--- config.mk ---
export PLATFORM = sky130hd
export DESIGN_NAME = seq_memory_flat
export DESIGN_NICKNAME = d
export VERILOG_FILES = /design/src/rtl/seq_memory_if.sv /design/src/rtl/seq_memory.sv /design/src/flat_wrapper.sv
export SDC_FILE = /design/constraint.sdc
export NUM_CORES = 1
export LEC_CHECK = 0
export CORE_UTILIZATION = 45
export CTS_BUF_LIST = sky130_fd_sc_hd__clkbuf_8 sky130_fd_sc_hd__clkbuf_16
export CTS_CLUSTER_SIZE = 30
export DETAILED_ROUTE_END_ITERATION = 8
export PLACE_DENSITY_LB_ADDON = 0.08
export SYNTH_ARGS = -nofsm -noshare
export SYNTH_HDL_FRONTEND = slang
export SYNTH_SLANG_ARGS = --single-unit
--- constraint.sdc ---
create_clock -name clk -period 12.9 [get_ports clk]
set_clock_uncertainty 0.15 [all_clocks]
set_input_delay 3.87 -clock clk [delete_from_list [all_inputs] [get_ports clk]]
set_output_delay 3.87 -clock clk [all_outputs]
set_load 0.05 [all_outputs]
--- src/rtl/seq_memory_if.sv ---
// Request/response bundle between the game controller and the sequence memory.
// The controller side is the master; the memory itself is the slave.
interface seq_memory_if #(
  parameter int ADDR_WIDTH = 6,
  parameter int DATA_WIDTH = 4
);
  logic                  clr;
  logic                  w_en;
  logic [ADDR_WIDTH-1:0] w_addr;
  logic [DATA_WIDTH-1:0] w_data;
  logic                  push;
  logic [DATA_WIDTH-1:0] push_data;
  logic                  r_en;
  logic [ADDR_WIDTH-1:0] r_addr;
  logic [DATA_WIDTH-1:0] r_data;
  logic                  r_valid;
  logic [ADDR_WIDTH:0]   len;
  logic                  full;
  logic                  overflow;
  logic                  busy;

  modport master (
    output clr, w_en, w_addr, w_data, push, push_data, r_en, r_addr,
    input  r_data, r_valid, len, full, overflow, busy
  );

  modport slave (
    input  clr, w_en, w_addr, w_data, push, push_data, r_en, r_addr,
    output r_data, r_valid, len, full, overflow, busy
  );
endinterface

--- src/rtl/seq_memory.sv ---
// Sequence memory for the Simon datapath: a single-write-port store that is
// cleared one entry per cycle (so it maps onto block/distributed RAM with no
// parallel reset), an append port that tracks sequence length, and a
// registered read port with optional forwarding of a same-cycle write.
module seq_memory #(
  parameter int N_ELEMENTS = 64,
  parameter int ADDR_WIDTH = 6,
  parameter int DATA_WIDTH = 4,
  parameter bit BYPASS     = 1'b1
) (
  input  logic         clk,
  input  logic         rst,
  seq_memory_if.slave  bus
);

  typedef enum logic {CLEAR, IDLE} state_t;

  localparam logic [ADDR_WIDTH:0]   N_LEN     = (ADDR_WIDTH+1)'(N_ELEMENTS);
  localparam logic [ADDR_WIDTH-1:0] LAST_ADDR = ADDR_WIDTH'(N_ELEMENTS - 1);

  logic [DATA_WIDTH-1:0] mem [N_ELEMENTS];

  state_t                state_q, state_d;
  logic [ADDR_WIDTH-1:0] clr_addr_q, clr_addr_d;
  logic [ADDR_WIDTH:0]   len_q, len_d;
  logic                  overflow_q, overflow_d;
  logic [DATA_WIDTH-1:0] r_data_q, r_data_d;
  logic                  r_valid_q, r_valid_d;

  logic                  mem_we;
  logic [ADDR_WIDTH-1:0] mem_waddr;
  logic [DATA_WIDTH-1:0] mem_wdata;
  logic                  full;
  logic                  w_in_range;
  logic                  r_in_range;

  assign full       = (len_q == N_LEN);
  assign w_in_range = ({1'b0, bus.w_addr} < N_LEN);
  assign r_in_range = ({1'b0, bus.r_addr} < N_LEN);

  // Next-state logic: the single memory write port is shared by the clear
  // sweep, the append port and the random-access port (append beats w_en),
  // and the read result is chosen from RAM or the write being performed.
  always_comb begin
    state_d    = state_q;
    clr_addr_d = clr_addr_q;
    len_d      = len_q;
    overflow_d = overflow_q;
    r_data_d   = r_data_q;
    r_valid_d  = 1'b0;
    mem_we     = 1'b0;
    mem_waddr  = clr_addr_q;
    mem_wdata  = '0;

    if (rst) begin
      state_d    = CLEAR;
      clr_addr_d = '0;
      len_d      = '0;
      overflow_d = 1'b0;
      r_data_d   = '0;
    end else begin
      case (state_q)
        CLEAR: begin
          mem_we     = 1'b1;
          mem_waddr  = clr_addr_q;
          clr_addr_d = clr_addr_q + ADDR_WIDTH'(1);
          if (clr_addr_q == LAST_ADDR) begin
            state_d    = IDLE;
            clr_addr_d = '0;
          end
        end
        IDLE: begin
          if (bus.clr) begin
            state_d    = CLEAR;
            clr_addr_d = '0;
            len_d      = '0;
            overflow_d = 1'b0;
          end else begin
            if (bus.push) begin
              if (full) begin
                overflow_d = 1'b1;
              end else begin
                mem_we    = 1'b1;
                mem_waddr = len_q[ADDR_WIDTH-1:0];
                mem_wdata = bus.push_data;
                len_d     = len_q + (ADDR_WIDTH+1)'(1);
              end
            end else if (bus.w_en && w_in_range) begin
              mem_we    = 1'b1;
              mem_waddr = bus.w_addr;
              mem_wdata = bus.w_data;
            end
            if (bus.r_en) begin
              r_valid_d = 1'b1;
              if (!r_in_range)
                r_data_d = '0;
              else if (BYPASS && mem_we && (mem_waddr == bus.r_addr))
                r_data_d = mem_wdata;
              else
                r_data_d = mem[bus.r_addr];
            end
          end
        end
        default: state_d = CLEAR;
      endcase
    end
  end

  // Control and read-port registers; all reset behaviour lives in the _d logic.
  always_ff @(posedge clk) begin
    state_q    <= state_d;
    clr_addr_q <= clr_addr_d;
    len_q      <= len_d;
    overflow_q <= overflow_d;
    r_data_q   <= r_data_d;
    r_valid_q  <= r_valid_d;
  end

  // Storage array with one write port and no reset so it infers as RAM.
  always_ff @(posedge clk) begin
    if (mem_we)
      mem[mem_waddr] <= mem_wdata;
  end

  assign bus.r_data   = r_data_q;
  assign bus.r_valid  = r_valid_q;
  assign bus.len      = len_q;
  assign bus.full     = full;
  assign bus.overflow = overflow_q;
  assign bus.busy     = (state_q == CLEAR);

endmodule

--- src/flat_wrapper.sv ---
// flat-port wrapper written by rule: the top's interface ports become plain ports
module seq_memory_flat 
#(
  parameter int N_ELEMENTS = 64,
  parameter int ADDR_WIDTH = 6,
  parameter int DATA_WIDTH = 4,
  parameter bit BYPASS     = 1'b1
)
  (clk, rst, bus_clr, bus_w_en, bus_w_addr, bus_w_data, bus_push, bus_push_data, bus_r_en, bus_r_addr, bus_r_data, bus_r_valid, bus_len, bus_full, bus_overflow, bus_busy);
  seq_memory_if #(.ADDR_WIDTH(ADDR_WIDTH), .DATA_WIDTH(DATA_WIDTH)) bus_i ();
  input  logic clk;
  input  logic rst;
  input wire logic [$bits(bus_i.clr)-1:0] bus_clr;
  input wire logic [$bits(bus_i.w_en)-1:0] bus_w_en;
  input wire logic [$bits(bus_i.w_addr)-1:0] bus_w_addr;
  input wire logic [$bits(bus_i.w_data)-1:0] bus_w_data;
  input wire logic [$bits(bus_i.push)-1:0] bus_push;
  input wire logic [$bits(bus_i.push_data)-1:0] bus_push_data;
  input wire logic [$bits(bus_i.r_en)-1:0] bus_r_en;
  input wire logic [$bits(bus_i.r_addr)-1:0] bus_r_addr;
  output wire logic [$bits(bus_i.r_data)-1:0] bus_r_data;
  output wire logic [$bits(bus_i.r_valid)-1:0] bus_r_valid;
  output wire logic [$bits(bus_i.len)-1:0] bus_len;
  output wire logic [$bits(bus_i.full)-1:0] bus_full;
  output wire logic [$bits(bus_i.overflow)-1:0] bus_overflow;
  output wire logic [$bits(bus_i.busy)-1:0] bus_busy;
  assign bus_i.clr = bus_clr;
  assign bus_i.w_en = bus_w_en;
  assign bus_i.w_addr = bus_w_addr;
  assign bus_i.w_data = bus_w_data;
  assign bus_i.push = bus_push;
  assign bus_i.push_data = bus_push_data;
  assign bus_i.r_en = bus_r_en;
  assign bus_i.r_addr = bus_r_addr;
  assign bus_r_data = bus_i.r_data;
  assign bus_r_valid = bus_i.r_valid;
  assign bus_len = bus_i.len;
  assign bus_full = bus_i.full;
  assign bus_overflow = bus_i.overflow;
  assign bus_busy = bus_i.busy;
  seq_memory #(.N_ELEMENTS(N_ELEMENTS), .ADDR_WIDTH(ADDR_WIDTH), .DATA_WIDTH(DATA_WIDTH), .BYPASS(BYPASS)) u_core (.clk(clk), .rst(rst), .bus(bus_i));
endmodule
# Word-level counts from Yosys, hierarchy flattened

Memory sizes are Yosys's and may differ from the RTL's. A register that Yosys moved wholly into a read port is not among the register bits.
Cells that the tools add are included.

Memory bits (writable): 256
ROM bits: 0
Output and inout port bits: 15
Bits in latches: 0
Memories: 1
Flip-flop bits (word level): 16
Input bits: 26
Logic and storage cells: 59

Memories:

| name       | words | bits a word | read ports | clocked after Yosys merged registers in | write ports | line             | text |
|---|---|---|---|---|---|---|---|
| u_core.mem | 64    | 4           | 1          | 1                                       | 1           | seq_memory.sv:21 | `logic [DATA_WIDTH-1:0] mem [N_ELEMENTS];` |

Shift-type cells: 0
Div/mod/pow operators: 0
Reductions and logical operators: 6
$add $sub $neg: 2
Equal/unequal tests: 4
$mul: 0
$lt $le $gt $ge: 0
Bitwise gates (word level): 2
Multiplexer cells: 39

Operators by type and width:

| cell                | number |
|---|---|
| $mux 6              | 10 |
| $mux 4              | 6 |
| $pmux 6 s2          | 2 |
| $mux 7              | 3 |
| $mux 1              | 16 |
| $reduce_and 3->1    | 3 |
| $add 7x1->7 const B | 1 |
| $eq 7x7->1 const B  | 1 |
| $add 6x1->6 const B | 1 |
| $eq 6x6->1 const B  | 1 |
| $ne 2x2->1 const B  | 2 |
| $pmux 1 s2          | 2 |
| $reduce_bool 2->1   | 2 |
| $reduce_or 3->1     | 1 |
| $not 1->1           | 2 |

# Logic depth before layout (Yosys ltp)

Depth after elaboration: 11
Mapped depth: 12

# Worst setup path after synthesis

No wires, ideal clock.

Kind: input -> register
Start point: input bus_push
End point: memory u_core.mem[0][0] (data pin)
Path slack: 5.945 ns
Arrival time: 6.299 ns
Stages on the path: 5
Buffers on the path: 1
Library setup time: 0.506 ns
Cells stage by stage: buf_4 > nor4bb_1 > a21o_1 > or2_2 > nor2_1

Cells in the longest elaborated chain, start to end: 4

Ends and longest elaborated chain:

| element                 | line               | text |
|---|---|---|
| start: declaration      | flat_wrapper.sv:17 | `input wire logic [$bits(bus_i.push)-1:0] bus_push;` |
| $mux 4                  | seq_memory.sv:79   | `if (bus.push) begin` |
| $mux 4                  | seq_memory.sv:73   | `if (bus.clr) begin` |
| $mux 4                  | seq_memory.sv:62   | `case (state_q)` |
| $mux 4                  | seq_memory.sv:55   | `if (rst) begin` |
| via u_core.mem_wdata[0] | seq_memory.sv:32   | `logic [DATA_WIDTH-1:0] mem_wdata;` |
| end: declaration        | seq_memory.sv:21   |  |

The timed path passes the listed nets, and every way through them passes these cells.

==> impl_metrics.yaml <==
route:
  viasPerCell: 5.795
  drc: 0
  first_pass_iters: 5
  drtIter0Drc: 540
  wl_per_cell_um: 24.30
  drt_wl_total_um: 26190
  postRouteAntennaNets: 0
  vias: 6247
placement:
  place_congestion: 0.8343
  io_buffers: 40
  pre_cts_ws_ns: 5.242
  place_hpwl_um: 16660
  placed_cells: 1024
setup_path:
  path_class: "primary input to flop"
  crit_arrival_ns: 7.29
  crit_path_end_kind: "flop"
  crit_fanout: 45
  required_ns: 13.17
  startpoint_type: "primary input"
  startpoint: "bus_r_addr[0]"
  reg2reg_from: "u_core.state_q"
cells_and_area:
  diodes: 0
  layout.cells.non_filler: 1078
  nets: 754
  final_common_cell: "edfxtp_1"
  drive_above_1_share_pct: 16.44
  final_cell_mix: "256 x edfxtp_1, 94 x nor2_1, 52 x mux4_2, 38 x mux2i_1, 38 x clkdlybuf4s50_1"
  fill_cells: 2003
  syn_to_final_growth_pct: 14.01
  final_util_pct: 52.19
clocking:
  cts_setup_buffers: 0
  cts_sinks: 276
  cts_tree: "built"
  clock_latency_ns: 0.53
  post_cts_resized: 0
  clkTransAtPathRegs_ns: 0.06
  root_buffer: "clkbuf_16"
  htreeDepth: 1
  cts_hold_buf: 0
  cts_made_buffers: 29
  clock_path_buffers: 3
synthesis:
  synth_edf_count: 256
  ys_seq_area_share_pct: 70.17
  ys_ff_latch: 276
  synth.distinct_cells: 53
  syn-num-nets: 708
  synth_top_area_share_pct: 66.70
  netlist_instances: 679
  synth.area.top_cells: "edfxtp_1 67%, mux4_2 10%, dfxtp_1 3.5%"
  yosysTopAreaCell: "edfxtp_1"
  netlist_area_um2: 11530
  yosysWarnings: 0
  synth_area_per_cell_um2: 16.98
  synthArstFlopShare_pct: 0
  ys.flop_type: "edfxtp_1"
power_and_ir_drop:
  p_leak_nw: 4.657
  powerDensity_nw_per_um2: 138.7
  vdd_drop_max_mv: 0.1091
  power_mw: 1.823
grt:
  grt_overflow: 0
  grt_pass1_vias: 6541
  antenna_found_initial: 1
  grt_pass1_wl_um: 39990
  grt_usage_pct: 20.54
  grt_max_degree: 66
sta:
  fmax_mhz: 142.6
  fin_crit_sh_pct: 54.38
  drv_slew: 0
  tns_ns: 0
  final_hold_viol_count: 0
  maxSlewHeadroom_pct: 21.01
  fin_crit_ns: 7.015
  finalSetupViolCount: 0
  grt_setup_unrepaired: "false"
  fin_ws_ns: 5.885
  tightestPinTransition_ns: 1.182
die:
  die_w_um: 162.0
  core.rowCount: 58
  initial_core_util_pct: 45.77
  core_area_um2: 25180
  die_h_um: 162.0
  num_io_pins: 41
  die-area_um2: 26260
status:
  status: "finished clean"
min_path:
  worstHoldStart: "u_core.bus.overflow"
  hp-class: "flop to flop"
run:
  cap_violations: 0
[worst max-delay path: stages]
cell      delay, ns
buf_4          0.52
buf_4          0.79
mux4_2         0.58
mux4_2         0.47
nor2b_1        0.15
o311ai_0       0.46
a211oi_1       0.12
a221o_1        0.27
[worst paths after layout]
path,end,slack (ns),depth (start not counted)
setup / recovery,u_core.bus.r_data[2],5.89,8
hold / removal,u_core.bus.overflow,0.35,2
setup reg to reg,u_core.mem[41][3],9.36,6
hold reg to reg,u_core.bus.overflow,0.35,2
[final cells by class]
type / count / area, µm² / area share [%]
clock inverters: 25 / 180.2 / 1.371
multi-input cells: 364 / 3263 / 24.83
flip-flops and latches: 276 / 8088 / 61.54
repair buffers: 47 / 445.4 / 3.389
clock buffers: 29 / 725.7 / 5.522
well taps: 330 / 412.9 / 3.142
inverters: 7 / 26.28 / 0.1999
[through the flow]
| stage | area, µm² | hold slack (ns) |
|---|---|---|
| 2_1_floorplan | 11530 | 0.3277 |
| 3_3_place_gp | 12240 | 0.3326 |
| 3_5_place_dp | 12240 | 0.3361 |
| 4_1_cts | 13140 | 0.3538 |
| 5_1_grt | 13140 | 0.3727 |
| 6_report | 13140 | 0.3531 |
[power by group]
part / total (mW) / internal [mW] / switching [mW]
logic: 0.0730 / 0.0303 / 0.0427
registers: 0.968 / 0.966 / 0.00189
clock network: 0.782 / 0.450 / 0.332
[cell usage after synthesis, types with 4 or more instances]
| cell | n |
|---|---|
| inv_1 | 6 |
| clkbuf_1 | 13 |
| nand2b_1 | 4 |
| nand3b_1 | 6 |
| nand2_1 | 19 |
| a21boi_0 | 4 |
| xor2_1 | 4 |
| a221o_1 | 4 |
| buf_6 | 5 |
| edfxtp_1 | 256 |
| nor2b_1 | 13 |
| mux4_2 | 52 |
| and2_1 | 5 |
| o311ai_0 | 4 |
| nand3_1 | 12 |
| a221oi_1 | 16 |
| a211oi_1 | 8 |
| dfxtp_1 | 20 |
| xnor2_1 | 5 |
| mux2i_1 | 38 |
| buf_2 | 8 |
| a21oi_1 | 6 |
| nor2_1 | 98 |
| a22oi_1 | 16 |
| o21ai_0 | 12 |
[routing by layer]
layer | track usage, % | wire, µm | vias up | part of all wire [%]
met5 | 0 | 0 | - | 0
met4 | 5.918 | 510 | 0 | 1.9
met3 | 2.962 | 1632 | 37 | 6.2
met2 | 34.59 | 12910 | 218 | 49
met1 | 27.85 | 11140 | 3172 | 43
li1 | - | - | 2820 | -
[cell families (layout without fill, tap and decap cells)]
| group | after synthesis | count (layout) | synth area share, % |
|---|---|---|---|
| compound gates | 92 | 92 | 6.557 |
| xor+xnor | 9 | 9 | 0.6838 |
| fa+ha+maj | 3 | 3 | 0.3257 |
| buf+inv | 39 | 108 | 1.780 |
| flops | 276 | 276 | 70.17 |
| mux | 90 | 90 | 13.46 |
| simple gates | 170 | 170 | 7.023 |
[state kept, by name, indices dropped and copies added (netlist names)]
signal               count
u_core.bus.len           7
u_core.bus.overflow      1
u_core.bus.r_data        4
u_core.bus.r_valid       1
u_core.clr_addr_q        6
u_core.mem             256
u_core.state_q           1
No activity file was read; power rests on OpenSTA's default activity.
